<file path="src/rtl/sram_async_ctrl.sv">
// sram_async_ctrl: sequencer for an external asynchronous SRAM behind a req/ack host port.
// Strobes CE/OE/WE with programmable access width, controls DQ pad direction, and
// registers every SRAM-side output.
// Optional feature macro: SRAM_BANK_EN adds a bank register that drives the upper address pins.
module sram_async_ctrl #(
  parameter int unsigned ADDR_W   = 19,
  parameter int unsigned CPU_AW   = 16,
  parameter int unsigned DATA_W   = 8,
  parameter int unsigned WAIT_CYC = 2
) (
  input  logic                       clk,
  input  logic                       reset,
  input  logic                       req,
  input  logic                       we,
  input  logic [CPU_AW-1:0]          addr,
  input  logic [DATA_W-1:0]          wdata,
  output logic                       ready,
  output logic                       ack,
  output logic [DATA_W-1:0]          rdata,
  input  logic                       bank_we,
  input  logic [ADDR_W-CPU_AW-1:0]   bank_wdata,
  output logic [ADDR_W-1:0]          sram_addr,
  output logic                       sram_ce_n,
  output logic                       sram_oe_n,
  output logic                       sram_we_n,
  output logic                       sram_dq_oe,
  output logic [DATA_W-1:0]          sram_dq_out,
  input  logic [DATA_W-1:0]          sram_dq_in
);

  localparam int unsigned CNT_W = 4;

  typedef enum logic [1:0] {
    ST_IDLE   = 2'd0,
    ST_SETUP  = 2'd1,
    ST_ACCESS = 2'd2,
    ST_HOLD   = 2'd3
  } state_e;

  state_e            state_q, state_d;
  logic [CNT_W-1:0]  cnt_q, cnt_d;
  logic              op_we_q, op_we_d;
  logic              accept;
  logic [ADDR_W-1:0] upper_addr;

  logic              ready_q, ready_d;
  logic              ack_q, ack_d;
  logic [DATA_W-1:0] rdata_q, rdata_d;
  logic [ADDR_W-1:0] sram_addr_q, sram_addr_d;
  logic              ce_n_q, ce_n_d;
  logic              oe_n_q, oe_n_d;
  logic              we_n_q, we_n_d;
  logic              dq_oe_q, dq_oe_d;
  logic [DATA_W-1:0] dq_out_q, dq_out_d;

`ifdef SRAM_BANK_EN
  logic [ADDR_W-CPU_AW-1:0] bank_q, bank_d;

  // Bank register update; a request accepted on the same edge still sees the old value.
  always_comb begin
    bank_d = bank_q;
    if (bank_we) bank_d = bank_wdata;
  end

  // Bank register.
  always_ff @(posedge clk) begin
    if (reset) bank_q <= '0;
    else       bank_q <= bank_d;
  end

  // Bank lands above the host address bits; vanishes when CPU_AW == ADDR_W.
  assign upper_addr = ADDR_W'(bank_q) << CPU_AW;
`else
  logic unused_bank;
  assign unused_bank = ^{bank_we, bank_wdata};
  assign upper_addr  = '0;
`endif

  assign accept = (state_q == ST_IDLE) && req && ready_q;

  // State register with the access counter and latched direction.
  always_ff @(posedge clk) begin
    if (reset) begin
      state_q <= ST_IDLE;
      cnt_q   <= '0;
      op_we_q <= 1'b0;
    end else begin
      state_q <= state_d;
      cnt_q   <= cnt_d;
      op_we_q <= op_we_d;
    end
  end

  // Next-state logic: IDLE -> SETUP -> ACCESS(WAIT_CYC) -> IDLE (read) or HOLD -> IDLE (write).
  always_comb begin
    state_d = state_q;
    cnt_d   = cnt_q;
    op_we_d = op_we_q;
    case (state_q)
      ST_IDLE: begin
        if (accept) begin
          state_d = ST_SETUP;
          op_we_d = we;
        end
      end
      ST_SETUP: begin
        state_d = ST_ACCESS;
        cnt_d   = CNT_W'(WAIT_CYC - 1);
      end
      ST_ACCESS: begin
        if (cnt_q == '0) state_d = op_we_q ? ST_HOLD : ST_IDLE;
        else             cnt_d   = cnt_q - CNT_W'(1);
      end
      ST_HOLD: state_d = ST_IDLE;
      default: state_d = ST_IDLE;
    endcase
  end

  // Output decode for the state being entered, so pins are registered with the state.
  always_comb begin
    ready_d     = (state_d == ST_IDLE);
    ack_d       = 1'b0;
    rdata_d     = rdata_q;
    sram_addr_d = sram_addr_q;
    dq_out_d    = dq_out_q;
    ce_n_d      = 1'b1;
    oe_n_d      = 1'b1;
    we_n_d      = 1'b1;
    dq_oe_d     = 1'b0;
    case (state_d)
      ST_SETUP: begin
        ce_n_d      = 1'b0;
        sram_addr_d = upper_addr | ADDR_W'(addr);
        if (op_we_d) begin
          dq_oe_d  = 1'b1;
          dq_out_d = wdata;
        end else begin
          oe_n_d   = 1'b0;
        end
      end
      ST_ACCESS: begin
        ce_n_d = 1'b0;
        if (op_we_q) begin
          we_n_d  = 1'b0;
          dq_oe_d = 1'b1;
        end else begin
          oe_n_d  = 1'b0;
        end
      end
      ST_HOLD: begin
        ce_n_d  = 1'b0;
        dq_oe_d = 1'b1;
      end
      ST_IDLE: begin
        if (state_q == ST_ACCESS && !op_we_q) begin
          ack_d   = 1'b1;
          rdata_d = sram_dq_in;
        end else if (state_q == ST_HOLD) begin
          ack_d   = 1'b1;
        end
      end
      default: ;
    endcase
  end

  // Output registers.
  always_ff @(posedge clk) begin
    if (reset) begin
      ready_q     <= 1'b1;
      ack_q       <= 1'b0;
      rdata_q     <= '0;
      sram_addr_q <= '0;
      ce_n_q      <= 1'b1;
      oe_n_q      <= 1'b1;
      we_n_q      <= 1'b1;
      dq_oe_q     <= 1'b0;
      dq_out_q    <= '0;
    end else begin
      ready_q     <= ready_d;
      ack_q       <= ack_d;
      rdata_q     <= rdata_d;
      sram_addr_q <= sram_addr_d;
      ce_n_q      <= ce_n_d;
      oe_n_q      <= oe_n_d;
      we_n_q      <= we_n_d;
      dq_oe_q     <= dq_oe_d;
      dq_out_q    <= dq_out_d;
    end
  end

  assign ready       = ready_q;
  assign ack         = ack_q;
  assign rdata       = rdata_q;
  assign sram_addr   = sram_addr_q;
  assign sram_ce_n   = ce_n_q;
  assign sram_oe_n   = oe_n_q;
  assign sram_we_n   = we_n_q;
  assign sram_dq_oe  = dq_oe_q;
  assign sram_dq_out = dq_out_q;

endmodule

</file>
<file path="config.mk">
export PLATFORM = sky130hd
export DESIGN_NAME = sram_async_ctrl
export DESIGN_NICKNAME = d
export VERILOG_FILES = /design/src/rtl/sram_async_ctrl.sv
export SDC_FILE = /design/constraint.sdc
export NUM_CORES = 1
export LEC_CHECK = 0
export ABC_AREA = 1
export BUFFER_PORTS_ARGS = -buffer_cell sky130_fd_sc_hd__buf_2
export CAP_MARGIN = 10
export CORE_ASPECT_RATIO = 0.9
export CORE_MARGIN = 2
export CORE_UTILIZATION = 45
export DETAILED_ROUTE_END_ITERATION = 6
export PLACE_DENSITY = 0.74
export SLEW_MARGIN = 20
export SYNTH_ARGS = -nofsm -noshare
export SYNTH_HDL_FRONTEND = slang
export SYNTH_SLANG_ARGS = --single-unit
</file>
<file path="constraint.sdc">
create_clock -name clk -period 1.5 [get_ports clk]
set_clock_uncertainty 0.05 [all_clocks]
set_input_delay 0.225 -clock clk [delete_from_list [all_inputs] [get_ports clk]]
set_output_delay 0.225 -clock clk [all_outputs]
set_load 0.02 [all_outputs]
</file>
# Word level (Yosys, flattened, before mapping)
# Cells that the tools add are included.
[classes]
n_reduce_logical = 14
n_addsub = 1
eq_ne = 7
muxes = 16
bitwise = 2
[op_table]
columns = ["op", "count"]
rows = [
  ["equality test 2 bit (second input constant)", 4],
  ["two-way mux 1 bit", 8],
  ["one-hot mux 2 bit (4 select lines)", 1],
  ["one-hot mux 4 bit (2 select lines)", 1],
  ["two-way mux 2 bit", 3],
  ["AND reduction 2 bit", 3],
  ["equality test 2 x 1 -> 1 bit (second input constant)", 2],
  ["zero test 2 bit", 2],
  ["zero test 4 bit", 1],
  ["two-way mux 4 bit", 1],
  ["OR reduction 2 bit", 2],
  ["subtractor 4 x 1 -> 4 bit (second input constant)", 1],
  ["logical AND 1 bit", 3],
  ["one-hot mux 1 bit (3 select lines)", 1],
  ["OR reduction 3 bit", 1],
  ["inequality test 2 bit (second input constant)", 1],
  ["NOT 1 bit", 2],
  ["one-hot mux 1 bit (2 select lines)", 1],
  ["nonzero test 2 bit", 1],
  ["zero test 1 bit", 1],
]
[word_totals]
out_inout_bits = 41
register_bits = 45
input_bits = 40

# Logic depth before layout (Yosys ltp)
[logic_depth]
word_depth = 8
depth_mapped = 9

# Worst setup path after synthesis
# No wires, ideal clock.
[synth_path]
path_kind = "reg-to-reg"
start = "register ready_q, in the netlist ready"
end = "register dq_out_q[4], in the netlist sram_dq_out[4]"
period_less_slack_ns = 1.340
path_slack_ns = 0.160
stages_incl_launch_ff = 6
n_path_buf = 1
required_ns = 1.380
t_arrival_ns = 1.220
cell_sequence = "dfxtp_1 > nand2_1 > nor3_4 > buf_2 > nand3_1 > a21oi_1"
[synth_between]
elab_chain_cells = 5
[synth_lines]
columns = ["element", "line_no", "source"]
rows = [
  ["start, declared", "46", "logic ready_q, ready_d;"],
  ["start signal, assigned", "179", "ready_q <= ready_d;"],
  ["logical AND 1 bit (*)", "79", "assign accept = (state_q == ST_IDLE) && req && ready_q;"],
  ["two-way mux 2 bit", "101", "if (accept) begin"],
  ["one-hot mux 2 bit (4 select lines)", "99", "case (state_q)"],
  ["equality test 2 x 1 -> 1 bit", "130", "case (state_d)"],
  ["AND reduction 2 bit (no line) (*)", "n/a", ""],
  ["end signal, assigned", "187", "dq_out_q <= dq_out_d;"],
  ["end, declared", "54", "logic [DATA_W-1:0] dq_out_q, dq_out_d;"],
]
# Mark *: on every way between the ends. The rest lies on a longest branch, timed or not.
# A chain may end at the register's enable or synchronous reset.

# Worst setup path after layout
[layout_path]
start = "register state_q[0]"
end = "register cnt_q[3]"
[layout_between]
elab_chain_cells = 3
[layout_lines]
columns = ["element", "line_no", "source"]
rows = [
  ["start, declared", "40", "state_e state_q, state_d;"],
  ["start signal, assigned", "88", "state_q <= state_d;"],
  ["equality test 2 bit / equality test 2 x 1 -> 1 bit (equally long branches)", "99", ""],
  ["inequality test 2 bit (no line) / nonzero test 2 bit (equally long branches)", "n/a", ""],
  ["AND reduction 2 bit (no line)", "n/a", ""],
  ["end signal, assigned", "89", "cnt_q <= cnt_d;"],
  ["end, declared", "41", "logic [CNT_W-1:0] cnt_q, cnt_d;"],
]
# Several ways; a longest one is shown, not always the timed one.

==> insert_results.sql <==
INSERT INTO impl_metrics (metric_group, metric, value, unit) VALUES
('pwr', 'ir_worst_vdd', '0.742', 'mV'),
('clocking', 'cts-htree-levels', '2', ''),
('yosys', 'synth_enable_flop_cells', '0', ''),
('grt', 'grtUsageTotal', '17.4', '%'),
('grt', 'antenna_violations_before_repair', '0', ''),
('yosys', 'count_of_yosys_warnings_during_synthesis', '0', ''),
('pwr', 'leakage', '1.13', 'nW'),
('finish', 'post_route_cells_drive_above_1_share', '31.4', '%'),
('yosys', 'synthArstFlopShare', '0', '%'),
('place', 'placement.setup.worst_slack', '0.138', 'ns'),
('grt', 'grt_first_pass_wirelength', '6.11', 'mm'),
('yosys', 'synth_seq_area_share', '50.9', '%'),
('route', 'dr_total_vias', '1624', ''),
('critical_path', 'worst-path-max-fanout', '5', ''),
('route', 'first_drt_pass_iteration_count', '4', ''),
('critical_path', 'cp-start-kind', 'flip-flop', ''),
('finish', 'antenna_cells_inserted', '0', ''),
('timing', 'finalWorstSetupSlack', '0.128', 'ns'),
('timing', 'post-route-min-period', '1.37', 'ns'),
('timing', 'final_min_period_over_clock_period', '91.5', '%'),
('timing', 'max_clock_freq', '0.729', 'GHz'),
('yosys', 'synth.cell_area', '0.00173', 'mm²'),
('finish', 'final_cell_count_no_fill', '355', ''),
('timing', 'report.final.setup_viol', '0', ''),
('critical_path', 'cp_data_required_time', '1.63', 'ns'),
('timing', 'grt_setup_unrepaired', 'false', ''),
('route', 'route.detailed.vias_per_inst', '4.57', ''),
('critical_path', 'timing.critical_path.arrival', '1.51', 'ns'),
('job', 'drv.max_cap_violation_count', '0', ''),
('die', 'design.portCount', '81', ''),
('route', 'wire_per_inst', '10.0', 'µm'),
('clocking', 'postCtsHoldBufs', '0', ''),
('yosys', 'postSynthCellCount', '232', ''),
('yosys', 'avgSynthCellArea', '7.45', 'µm²'),
('route', 'post-route-drc-count', '0', ''),
('finish', 'post_layout_instance_area', '0.00226', 'mm²'),
('die', 'fp.dieW', '69.3', 'µm'),
('place', 'gp_routability_congestion', '0.761', ''),
('die', 'placeableCoreArea', '0.00370', 'mm²'),
('critical_path', 'timing_worst_setup_path_type', 'reg -> reg', ''),
('finish', 'final_core_util', '61.1', '%'),
('pwr', 'power_density', '1200', 'mW/mm²'),
('clocking', 'numCtsBuffers', '5', ''),
('clocking', 'clock_tree.root_cell', 'sky130_fd_sc_hd__clkbuf_8', ''),
('critical_path', 'worst_setup_path_end_kind', 'flip-flop', ''),
('place', 'placed_area', '0.00215', 'mm²'),
('place', 'number_of_cells_after_detailed_placement', '345', ''),
('grt', 'first_global_vias', '1391', ''),
('clocking', 'cts.sink_count', '44', ''),
('clocking', 'clk-insertion-delay-late', '0.29', 'ns'),
('timing', 'totalNegativeSetupSlack', '0', 'ns'),
('worst_hold_path', 'timing.hold.worst.class', 'in -> reg', ''),
('place', 'count_of_input_and_output_buffers', '73', ''),
('die', 'die_height', '62.8', 'µm'),
('run_status', 'outcome', 'finished, final reports clean', ''),
('grt', 'grt_start_max_net_pins', '21', ''),
('yosys', 'synth.lib_cells_used.distinct', '23', ''),
('die', 'std_cell_rows', '21', ''),
('place', 'place_hpwl', '2.65', 'mm'),
('timing', 'report.final.hold_viol_count', '0', ''),
('clocking', 'clock_tree_from_tritoncts', 'built', ''),
('route', 'detail_route.iter0.violations', '54', ''),
('grt', 'grt_overflow', '0', ''),
('timing', 'timing_max_transition_violations_final', '0', ''),
('finish', 'final_net_count', '350', ''),
('finish', 'areaGrowthSynthToFinish', '30.8', '%'),
('clocking', 'cts_buffer_depth', '2', ''),
('route', 'detail-route-antenna-nets', '0', ''),
('die', 'floorplan.initialDensity', '46.7', '%'),
('route', 'drt-total-wl', '3.56', 'mm'),
('die', 'full_die_area', '0.00435', 'mm²'),
('clocking', 'cts.reportedPaths.clkPinSlew', '0.08', 'ns'),
('yosys', 'ys_dominant_reg_cell', 'sky130_fd_sc_hd__dfxtp_1', ''),
('yosys', 'synth-seq-cells', '44', '');
[metal layers]
layer	global-route usage (%)	vias up	part of all wire [%]
met5	0	-	0
met4	7.35	0	1.8
met3	6.94	4	7.4
met2	27.5	44	44
met1	21.0	702	47
li1	-	874	-
[state kept, by name, summed over array words and instances, names as in the netlist]
| register | count |
|---|---|
| ack | 1 |
| cnt_q | 4 |
| op_we_q | 1 |
| rdata | 8 |
| ready | 1 |
| sram_addr | 16 |
| sram_dq_oe | 1 |
| sram_dq_out | 8 |
| sram_oe_n | 1 |
| sram_we_n | 1 |
| state_q | 2 |
[area by class of cell]
cell class,instances,area [µm²]
clock buffer,6,82.6
clock inverter,2,15.0
fill,356,1440
inverter,18,67.6
multi-input combinational,157,709
sequential,44,881
tap,46,57.6
timing repair buffer,82,449
[synthesized netlist by cell type, types with 2 or more instances]
library cell	n	area (µm²)
sky130_fd_sc_hd__a21oi_1	13	65.1
sky130_fd_sc_hd__buf_2	6	30.0
sky130_fd_sc_hd__buf_4	4	30.0
sky130_fd_sc_hd__clkbuf_1	5	18.8
sky130_fd_sc_hd__dfxtp_1	44	881
sky130_fd_sc_hd__ha_1	2	25.0
sky130_fd_sc_hd__inv_1	16	60.1
sky130_fd_sc_hd__inv_2	2	7.51
sky130_fd_sc_hd__nand2_1	38	143
sky130_fd_sc_hd__nand3_1	15	75.1
sky130_fd_sc_hd__nor2_1	60	225
sky130_fd_sc_hd__o21ai_0	8	40.0
sky130_fd_sc_hd__o21ai_1	9	45.0
[cells in the final DEF (no fill, tap or decap), types with 2 or more instances in the layout]
cell,count
sky130_fd_sc_hd__a21oi_1,13
sky130_fd_sc_hd__nand3_1,15
sky130_fd_sc_hd__o21ai_0,8
sky130_fd_sc_hd__ha_1,2
sky130_fd_sc_hd__nand2_1,38
sky130_fd_sc_hd__buf_4,7
sky130_fd_sc_hd__buf_2,73
sky130_fd_sc_hd__dfxtp_1,44
sky130_fd_sc_hd__inv_2,3
sky130_fd_sc_hd__clkbuf_8,6
sky130_fd_sc_hd__conb_1,3
sky130_fd_sc_hd__nor2_1,60
sky130_fd_sc_hd__o21ai_1,9
sky130_fd_sc_hd__inv_1,15
sky130_fd_sc_hd__clkinvlp_4,2
[path summary, 6_finish.rpt]
| path | depth (start not counted) | endpoint | from | slack (ns) |
|---|---|---|---|---|
| setup / recovery | 7 | cnt_q[3]$_SDFFE_PP0P_ | state_q[0]$_SDFF_PP0_ | 0.13 |
| hold / removal | 3 | rdata[1]$_SDFFE_PP0P_ | sram_dq_in[1] | 0.10 |
| setup reg to reg | 7 | cnt_q[3]$_SDFFE_PP0P_ | state_q[0]$_SDFF_PP0_ | 0.13 |
| hold reg to reg | 2 | sram_dq_out[1]$_SDFFE_PP0P_ | sram_dq_out[1]$_SDFFE_PP0P_ | 0.41 |
[through the flow]
stage                     hold WS [ns]  power (W)
after global placement           0.397    0.00196
after global routing            0.0925    0.00290
after floorplan                  0.310    0.00177
after detailed placement         0.402    0.00197
after CTS                       0.0948    0.00273
final                            0.102    0.00271
[worst max-delay path, stage by stage, from the launching register on]
cell,delay (ns)
sky130_fd_sc_hd__dfxtp_1,0.47
sky130_fd_sc_hd__inv_2,0.09
sky130_fd_sc_hd__nor2_1,0.24
sky130_fd_sc_hd__inv_1,0.07
sky130_fd_sc_hd__nand2_1,0.15
sky130_fd_sc_hd__nor2_1,0.06
sky130_fd_sc_hd__nor2_1,0.10
sky130_fd_sc_hd__nor2_1,0.04
[where the power goes]
group / internal, W / switching [W]
registers: 0.00127 / 0.0000596
logic: 0.000236 / 0.000382
clock network: 0.000372 / 0.000389
total: 0.00188 / 0.000831
[cell families (layout without fill, tap and decap cells)]
logic type / count (synthesis) / after routing / share of synthesized area (%)
compound gates: 32 / 32 / 9.55
flops: 44 / 44 / 50.9
other cells: 1 / 3 / 0.217
fa+ha+maj: 2 / 2 / 1.45
buf+inv: 33 / 108 / 8.47
simple gates: 120 / 120 / 29.4
[repair_timing]
action	4_1_cts	5_1_grt
endpoints found under the hold margin	0	0
gates resized for setup	0	2
setup endpoints to repair	0	5
buffers inserted	0	2
Note: power is estimated with default switching activity, not from simulation.
